[src/rtl/hazard_pkg.sv]
// ============================================================================
// Module : hazard_pkg
// Brief  : Shared types and encodings for the decode-stage hazard controller.
// Rev    : 1.0  initial release
// ============================================================================
`default_nettype none

package hazard_pkg;

    typedef enum logic [1:0] {
        ST_INIT     = 2'd0,
        ST_RUN      = 2'd1,
        ST_LU_STALL = 2'd2,
        ST_MEM_WAIT = 2'd3
    } state_t;

    // Bit positions inside ctrl_sig {RegDst,ALUSrc,MemtoReg,RegWrite,MemRead,MemWrite,Branch,ALUOp1,ALUOp0}
    localparam int CTRL_REGDST   = 8;
    localparam int CTRL_ALUSRC   = 7;
    localparam int CTRL_MEMTOREG = 6;
    localparam int CTRL_REGWRITE = 5;
    localparam int CTRL_MEMREAD  = 4;
    localparam int CTRL_MEMWRITE = 3;
    localparam int CTRL_BRANCH   = 2;
    localparam int CTRL_ALUOP1   = 1;
    localparam int CTRL_ALUOP0   = 0;

    localparam logic [1:0] FWD_RF    = 2'b00;
    localparam logic [1:0] FWD_EXMEM = 2'b10;
    localparam logic [1:0] FWD_MEMWB = 2'b01;

    // EX/MEM result is newer than MEM/WB, so it is checked first; $0 is never forwarded.
    function automatic logic [1:0] fwd_select(
        input logic [4:0] src,
        input logic       mem_rw,
        input logic [4:0] mem_wr,
        input logic       wb_rw,
        input logic [4:0] wb_wr
    );
        if (mem_rw && (mem_wr != 5'd0) && (mem_wr == src)) begin
            return FWD_EXMEM;
        end
        if (wb_rw && (wb_wr != 5'd0) && (wb_wr == src)) begin
            return FWD_MEMWB;
        end
        return FWD_RF;
    endfunction

endpackage

`default_nettype wire

[src/rtl/forward_unit.sv]
// ============================================================================
// Module : forward_unit
// Brief  : Combinational EX-stage operand forwarding selects.
// Rev    : 1.0  initial release
// ============================================================================
`default_nettype none

module forward_unit
    import hazard_pkg::*;
(
    input  logic [4:0] ex_rs,
    input  logic [4:0] ex_rt,
    input  logic       mem_reg_write,
    input  logic [4:0] mem_write_reg,
    input  logic       wb_reg_write,
    input  logic [4:0] wb_write_reg,
    output logic [1:0] fwd_a,
    output logic [1:0] fwd_b
);

    assign fwd_a = fwd_select(ex_rs, mem_reg_write, mem_write_reg, wb_reg_write, wb_write_reg);
    assign fwd_b = fwd_select(ex_rt, mem_reg_write, mem_write_reg, wb_reg_write, wb_write_reg);

endmodule

`default_nettype wire

[src/rtl/hazard_controller.sv]
// ============================================================================
// Module : hazard_controller
// Brief  : Pipeline sequencer: load-use bubbles, branch flushes, memory freeze
//          and forwarding selects, with saturating stall/flush counters.
// Rev    : 1.0  initial release
// ============================================================================
`default_nettype none

module hazard_controller
    import hazard_pkg::*;
#(
    parameter int INIT_CYCLES      = 2,
    parameter int LOAD_USE_BUBBLES = 1,
    parameter int CNT_W            = 16
) (
    input  logic             clk,
    input  logic             rst,
    input  logic [4:0]       id_rs,
    input  logic [4:0]       id_rt,
    input  logic [8:0]       id_ctrl_in,
    input  logic [4:0]       ex_rs,
    input  logic [4:0]       ex_rt,
    input  logic             ex_mem_read,
    input  logic [4:0]       ex_write_reg,
    input  logic             ex_branch_taken,
    input  logic             mem_reg_write,
    input  logic [4:0]       mem_write_reg,
    input  logic             wb_reg_write,
    input  logic [4:0]       wb_write_reg,
    input  logic             mem_busy,
    output logic             pc_en,
    output logic             ifid_en,
    output logic             idex_en,
    output logic             exmem_en,
    output logic             ifid_flush,
    output logic             idex_flush,
    output logic [8:0]       id_ctrl_out,
    output logic [1:0]       fwd_a,
    output logic [1:0]       fwd_b,
    output logic [CNT_W-1:0] stall_cycles,
    output logic [CNT_W-1:0] flush_count
);

    localparam int INIT_W = (INIT_CYCLES > 1) ? $clog2(INIT_CYCLES) : 1;
    localparam int BUB_W  = $clog2(LOAD_USE_BUBBLES + 1);

    localparam logic [INIT_W-1:0] INIT_LAST = INIT_W'(INIT_CYCLES - 1);
    localparam logic [BUB_W-1:0]  BUB_TOTAL = BUB_W'(LOAD_USE_BUBBLES);

    state_t              state;
    state_t              state_nxt;
    state_t              ret_state;
    state_t              ret_state_nxt;
    logic [INIT_W-1:0]   init_cnt;
    logic [INIT_W-1:0]   init_cnt_nxt;
    logic [BUB_W-1:0]    bubble_cnt;
    logic [BUB_W-1:0]    bubble_cnt_nxt;
    logic [BUB_W-1:0]    bubble_inc;
    logic                init_mode;
    logic                flush_evt;
    logic                eval_lu;
    logic                uses_rt;
    logic                load_use;
    logic [1:0]          fu_fwd_a;
    logic [1:0]          fu_fwd_b;

    forward_unit u_forward_unit (
        .ex_rs         (ex_rs),
        .ex_rt         (ex_rt),
        .mem_reg_write (mem_reg_write),
        .mem_write_reg (mem_write_reg),
        .wb_reg_write  (wb_reg_write),
        .wb_write_reg  (wb_write_reg),
        .fwd_a         (fu_fwd_a),
        .fwd_b         (fu_fwd_b)
    );

    assign fwd_a = init_mode ? FWD_RF : fu_fwd_a;
    assign fwd_b = init_mode ? FWD_RF : fu_fwd_b;

    // A frozen LU_STALL resumes its bubble sequence once memory is ready again.
    assign eval_lu  = (state == ST_LU_STALL) ||
                      ((state == ST_MEM_WAIT) && (ret_state == ST_LU_STALL));
    assign uses_rt  = id_ctrl_in[CTRL_REGDST] | id_ctrl_in[CTRL_MEMWRITE] | id_ctrl_in[CTRL_BRANCH];
    assign load_use = ex_mem_read && (ex_write_reg != 5'd0) &&
                      ((ex_write_reg == id_rs) || ((ex_write_reg == id_rt) && uses_rt));
    assign bubble_inc = bubble_cnt + BUB_W'(1);

    always_comb begin
        state_nxt      = state;
        ret_state_nxt  = ret_state;
        init_cnt_nxt   = init_cnt;
        bubble_cnt_nxt = bubble_cnt;
        pc_en          = 1'b0;
        ifid_en        = 1'b0;
        idex_en        = 1'b0;
        exmem_en       = 1'b0;
        ifid_flush     = 1'b0;
        idex_flush     = 1'b0;
        id_ctrl_out    = id_ctrl_in;
        init_mode      = 1'b0;
        flush_evt      = 1'b0;

        if (rst || (state == ST_INIT)) begin
            init_mode   = 1'b1;
            ifid_flush  = 1'b1;
            idex_flush  = 1'b1;
            id_ctrl_out = '0;
            if (init_cnt == INIT_LAST) begin
                state_nxt    = ST_RUN;
                init_cnt_nxt = '0;
            end else begin
                init_cnt_nxt = init_cnt + INIT_W'(1);
            end
        end else if (mem_busy) begin
            state_nxt     = ST_MEM_WAIT;
            ret_state_nxt = eval_lu ? ST_LU_STALL : ST_RUN;
        end else if (ex_branch_taken) begin
            pc_en          = 1'b1;
            ifid_en        = 1'b1;
            idex_en        = 1'b1;
            exmem_en       = 1'b1;
            ifid_flush     = 1'b1;
            idex_flush     = 1'b1;
            flush_evt      = 1'b1;
            state_nxt      = ST_RUN;
            bubble_cnt_nxt = '0;
        end else if (eval_lu || load_use) begin
            idex_en     = 1'b1;
            exmem_en    = 1'b1;
            id_ctrl_out = '0;
            if (eval_lu) begin
                if (bubble_inc >= BUB_TOTAL) begin
                    state_nxt      = ST_RUN;
                    bubble_cnt_nxt = '0;
                end else begin
                    state_nxt      = ST_LU_STALL;
                    bubble_cnt_nxt = bubble_inc;
                end
            end else if (LOAD_USE_BUBBLES > 1) begin
                state_nxt      = ST_LU_STALL;
                bubble_cnt_nxt = BUB_W'(1);
            end else begin
                state_nxt      = ST_RUN;
                bubble_cnt_nxt = '0;
            end
        end else begin
            pc_en     = 1'b1;
            ifid_en   = 1'b1;
            idex_en   = 1'b1;
            exmem_en  = 1'b1;
            state_nxt = ST_RUN;
        end
    end

    always_ff @(posedge clk) begin
        if (rst) begin
            state        <= ST_INIT;
            ret_state    <= ST_RUN;
            init_cnt     <= '0;
            bubble_cnt   <= '0;
            stall_cycles <= '0;
            flush_count  <= '0;
        end else begin
            state      <= state_nxt;
            ret_state  <= ret_state_nxt;
            init_cnt   <= init_cnt_nxt;
            bubble_cnt <= bubble_cnt_nxt;
            if (!init_mode && !pc_en && (stall_cycles != '1)) begin
                stall_cycles <= stall_cycles + CNT_W'(1);
            end
            if (flush_evt && (flush_count != '1)) begin
                flush_count <= flush_count + CNT_W'(1);
            end
        end
    end

    // EX holds a bubble during LU_STALL, so a taken branch there is an upstream bug.
    always_ff @(posedge clk) begin
        if (!rst && eval_lu && !mem_busy) begin
            assert (!ex_branch_taken);
        end
    end

endmodule

`default_nettype wire

[config.mk]
export PLATFORM = sky130hd
export DESIGN_NAME = hazard_controller
export DESIGN_NICKNAME = d
export VERILOG_FILES = /design/src/rtl/hazard_pkg.sv /design/src/rtl/forward_unit.sv /design/src/rtl/hazard_controller.sv
export SDC_FILE = /design/constraint.sdc
export NUM_CORES = 1
export LEC_CHECK = 0
export CAP_MARGIN = 30
export CORE_MARGIN = 2
export CORE_UTILIZATION = 30
export DETAILED_ROUTE_END_ITERATION = 7
export GPL_ROUTABILITY_DRIVEN = 0
export PLACE_DENSITY_LB_ADDON = 0.2
export RECOVER_POWER = 50
export SLEW_MARGIN = 20
export SYNTH_ARGS = -nofsm -noshare
export SYNTH_HDL_FRONTEND = slang
export SYNTH_SLANG_ARGS = --single-unit
export TNS_END_PERCENT = 50
[constraint.sdc]
create_clock -name clk -period 2.15 [get_ports clk]
set_clock_uncertainty 0.05 [all_clocks]
set_input_delay 0.3225 -clock clk [delete_from_list [all_inputs] [get_ports clk]]
set_output_delay 0.3225 -clock clk [all_outputs]
set_load 0.02 [all_outputs]
# Word-level counts from Yosys, hierarchy flattened
# Cells that the tools add are included.
# classes
n_bitwise,4
mul,0
n_addsub,4
eq_ne,12
mux,44
n_reduce_logical,26
shifts,0
magnitude_cmp,1
n_div,0
# op_table
cell,n
2-bit two-way mux,18
9-bit two-way mux,4
16-bit by 1-bit adder with 16-bit output (second input constant),2
16-bit inequality test (second input constant),2
5-bit equality test,6
1-bit two-way mux,22
5-bit nonzero test,3
1-bit logical AND,13
2-bit equality test (second input constant),3
1-bit logical OR,4
3-bit AND reduction,1
1-bit adder (second input constant),2
1-bit zero test,2
2-bit zero test,1
2-bit inequality test (second input constant),1
1-bit NOT,2
1-bit OR,2
2-bit AND reduction,1
2-bit nonzero test,1
1-bit >= comparator (second input constant),1
# totals
memories,0
output_inout_bits,51
input_bits,51
latch_bits,0
regBits,38
rom_bits,0
mem_bits_rw,0
wordCells,97

# Longest topological paths before layout
# logic_depth
word_depth,13
mapped_depth,9
depth_no_buf,7

# Modules after synthesis
# From an unflattened synthesis, not the netlist that was laid out.
# hier_totals
cells_unflattened,277
hier_area_um2,2412.3
# modules_own_cells
mod,cells_each,area_each_um2,instances,seq_area_each_um2
hazard_controller,243,2142.1,1,740.7
forward_unit,34,270.3,1,0.0

# Least setup slack after synthesis
# No wires, ideal clock.
# synth_path
path_kind,input to output
start,in mem_write_reg[1]
end,out fwd_b[0]
setup_slack_ns,-0.183
stages,4
t_required_ns,1.778
path_buffers,0
arrival_ns,1.961
cell_sequence,or4_1 -> o21ai_0 -> nor3_1 -> nor4_1
# synth_between
elab_chain_len,6
word_cells_on_any_way,7
cone_classes,eq/ne: 1; mux: 3; reduce/logical: 3
# synth_lines
element,line_no,text
from (decl),hazard_controller.sv:27,"input logic [4:0] mem_write_reg,"
5-bit nonzero test,hazard_pkg.sv:40,if (mem_rw && (mem_wr != 5'd0) && (mem_wr == src)) begin
1-bit logical AND,hazard_pkg.sv:40,
1-bit logical AND (*),hazard_pkg.sv:40,
1-bit two-way mux (*),hazard_pkg.sv:40,
2-bit two-way mux (*),hazard_pkg.sv:43,if (wb_rw && (wb_wr != 5'd0) && (wb_wr == src)) begin
2-bit two-way mux (*),hazard_controller.sv:79,assign fwd_b = init_mode ? FWD_RF : fu_fwd_b;
to (decl),hazard_controller.sv:39,"output logic [1:0] fwd_b,"
# Every way passes the cells marked *; elsewhere a longest branch is shown, timed or not.

# Worst setup path in the final report
# layout_path
start,in ex_write_reg[3]
end,out pc_en
# layout_between
elab_chain_len,9
word_cells_on_any_way,12
cone_classes,eq/ne: 2; mux: 4; reduce/logical: 6
# layout_lines
element,line_no,text
from (decl),hazard_controller.sv:24,"input logic [4:0] ex_write_reg,"
5-bit equality test,hazard_controller.sv:86,((ex_write_reg == id_rs) || ((ex_write_reg == id_rt) && uses_rt));
1-bit logical AND,hazard_controller.sv:86,
1-bit logical OR,hazard_controller.sv:86,
1-bit logical AND (*),hazard_controller.sv:85,assign load_use = ex_mem_read && (ex_write_reg != 5'd0) &&
1-bit logical OR (*),hazard_controller.sv:128,end else if (eval_lu || load_use) begin
1-bit two-way mux (*),hazard_controller.sv:128,
1-bit two-way mux (*),hazard_controller.sv:118,end else if (ex_branch_taken) begin
1-bit two-way mux (*),hazard_controller.sv:115,end else if (mem_busy) begin
1-bit two-way mux (*),hazard_controller.sv:104,if (rst || (state == ST_INIT)) begin
to (decl),hazard_controller.sv:31,"output logic pc_en,"
# Marks and branches as above.

==> impl_metrics.yaml <==
outcome:
  status: "complete, no violations"
clocking:
  clockRootBuffer: "clkbuf_8"
  numCtsBuffers: 5
  clock_sinks: 37
  ctsHoldBuffers: 0
  htree_levels: 2
  path_clk_slew_ns: 0.07
  cts_tree: "done"
  clockBufferDepth: 2
  clock_latency_ns: 0.28
yosys:
  avgSynthCellArea_um2: 8.036
  syn_inst: 284
  ys_warn_count: 0
  synthesis.nets: 337
  synth_edf_count: 0
  ys_ff_latch: 37
  synth_area_leaders: "dfxtp_1, xor2_1, xnor2_1"
  synth_top_area_cell: "dfxtp_1"
  synth.distinct_cells: 42
  synth.top_cell.area_share_pct: 32.46
  yosysMostFrequentCell: "dfxtp_1"
  ys.flop_type: "dfxtp_1"
  syn_area_mm2: 0.002282
  synth_common_cells: "dfxtp_1, nor2_1, xor2_1"
  async_flop_share_pct: 0
  seq_area_frac_synth_pct: 32.46
place:
  portBuffers: 101
  hpwl_um: 5206
  placed_cell_area_mm2: 0.003724
  pre_cts_ws_ns: -0.8408
sta:
  rsz0062_at_grt: "false"
  finalCriticalPeriod_ns: 2.101
  slew_headroom_pct: 61.79
  worst_pin_slew_ns: 0.5706
  maxSlewViolCount: 0
  max_freq_mhz: 475.9
  setup_ws_ns: 0.04865
  hold_viol_final: 0
  period_share_pct: 97.74
  setup-violations-final: 0
  whs_ns: 0.4315
layout:
  drive_gt1_share_pct: 25.40
  multiInputGateArea_mm2: 0.001543
  utilization_pct: 52.85
  finalNetCount: 485
  syn_to_final_growth_pct: 68.86
  design_area_mm2: 0.003854
  fill_cells: 718
  n_antenna_cell: 0
  regArea_um2: 742.0
drt:
  wire_per_inst_um: 12.53
  drc_errors: 0
  wl_um: 6664
  drtIter0Drc: 65
  final_antenna_net_count: 0
  viasPerCell: 4.739
  firstDrtPassIters: 4
  vias: 2521
die:
  dieHeight_um: 91.22
  start_util_pct: 31.30
  dieArea_mm2: 0.008321
  io-pin-count: 102
  die_w_um: 91.22
  core_mm2: 0.007292
  rows: 31
flow_run:
  maxCapViolations: 0
global_route:
  grtUsageTotal_pct: 15.84
  grt_max_degree: 40
  grt_pass1_vias: 2503
  grt.overflow.total: 0
  grt_pass1_wl_um: 11000
  antenna_found_initial: 0
worst_hold_path:
  hold_class: "flop to flop"
  hp-start: "init_cnt"
setup_path:
  path_cells: "buf_6 > or4_4 > o21ai_2 > o21ai_2 > a21boi_1 > clkdlybuf4s15_2"
  cp.required_ns: 1.78
  startpoint: "ex_write_reg[3]"
  critPathKind: "input port to output pin"
  critPathLaunchType: "input port"
  worstPathMaxFanout: 3
  end_kind: "output pin"
  r2r-start: "stall_cycles[0]"
  crit_arrival_ns: 1.73
  slowest_delay_ns: 0.54
  critPathBufInv: 2
  cp_slowest_cell: "or4_4"
  cpLargestDelayFamily: "simple AND/OR/NAND/NOR gates"
  crit_top_cell: "o21ai_2"
power_and_ir_drop:
  ir_drop_mv: 0.2181
  power-per-cell-area_mw_per_mm2: 408.3
  p_leak_nw: 1.570
-- logic make-up after synthesis --
| group | Yosys count | share of synthesized area [%] |
|---|---|---|
| AOI/OAI and AO/OA | 59 | 15.73 |
| xor gates and xnor gates | 40 | 15.35 |
| adders and majority gates | 2 | 1.096 |
| buffers and inverters | 17 | 4.276 |
| DFF | 37 | 32.46 |
| muxes | 3 | 1.425 |
| and+or+nand+nor | 126 | 29.66 |
-- final cells by class --
| cell class | count | area share [%] |
|---|---|---|
| Clock inverter | 2 | 0.2597 |
| Multi-Input combinational cell | 231 | 40.03 |
| Timing Repair Buffer | 149 | 34.58 |
| Tap cell | 99 | 3.214 |
| Clock buffer | 6 | 1.883 |
| Sequential cell | 37 | 19.25 |
| Inverter | 8 | 0.7792 |
-- timing repair --
item                                    CTS  global route
pin swaps                                26            18
endpoints found under the setup margin   42            22
buffers inserted                          0             1
gates cloned                              1             0
gates resized for setup                 154            31
-- metrics by stage --
stage	power, mW	setup TNS, ns	instances
after global routing	1.660	0	532
after global placement	1.111	-24.31	524
final	1.573	0	532
after CTS	1.581	-0.01761	531
after detailed placement	1.115	-24.30	524
after floorplan	0.8803	-0.1474	284
-- final timing paths --
kind | endpoint | slack [ns] | cells after the start
hold / removal | init_cnt | 0.43 | 2
setup reg to reg | stall_cycles[13] | 0.15 | 8
setup / recovery | pc_en | 0.05 | 6
hold reg to reg | init_cnt | 0.43 | 2
-- flip-flops by register name (all words and copies together), names as in the netlist --
signal and cells:
flush_count 16, stall_cycles 16, state 2, init_cnt 1
ret_state 2
-- tightest hold or removal path: stages, from the launching register on --
cell and delay [ns]:
dfxtp_1 0.31, o21ai_0 0.07, a21oi_1 0.06
-- cell usage in the layout (no fill, tap or decap), types with 6 or more instances in the layout --
cell type        count
dlygate4sd3_1       32
xnor2_1             18
clkdlybuf4s50_1     18
nor3_1               7
dfxtp_1             36
nor2_1              23
or3_1               17
a21oi_1             20
nand3_1             14
buf_4               47
buf_6               13
inv_1                8
nand2_1             18
nand4_1              7
and2_1               6
xor2_1              21
dlygate4sd2_1       19
o21ai_0             18
-- where the power goes --
group	switching, mW	leakage, nW	internal [mW]
combinational	0.185	1.23	0.220
sequential	0.00567	0.299	0.695
clock	0.243	0.0450	0.225
total	0.433	1.57	1.14
-- routing by layer --
layer	vias up	track usage, %	share of wire (%)
met5	-	0	0
met2	42	29.32	52
met1	1162	18.51	44
li1	1309	-	-
met3	8	3.237	2.8
met4	0	3.914	1.2
(Power assumes the default switching activity.)
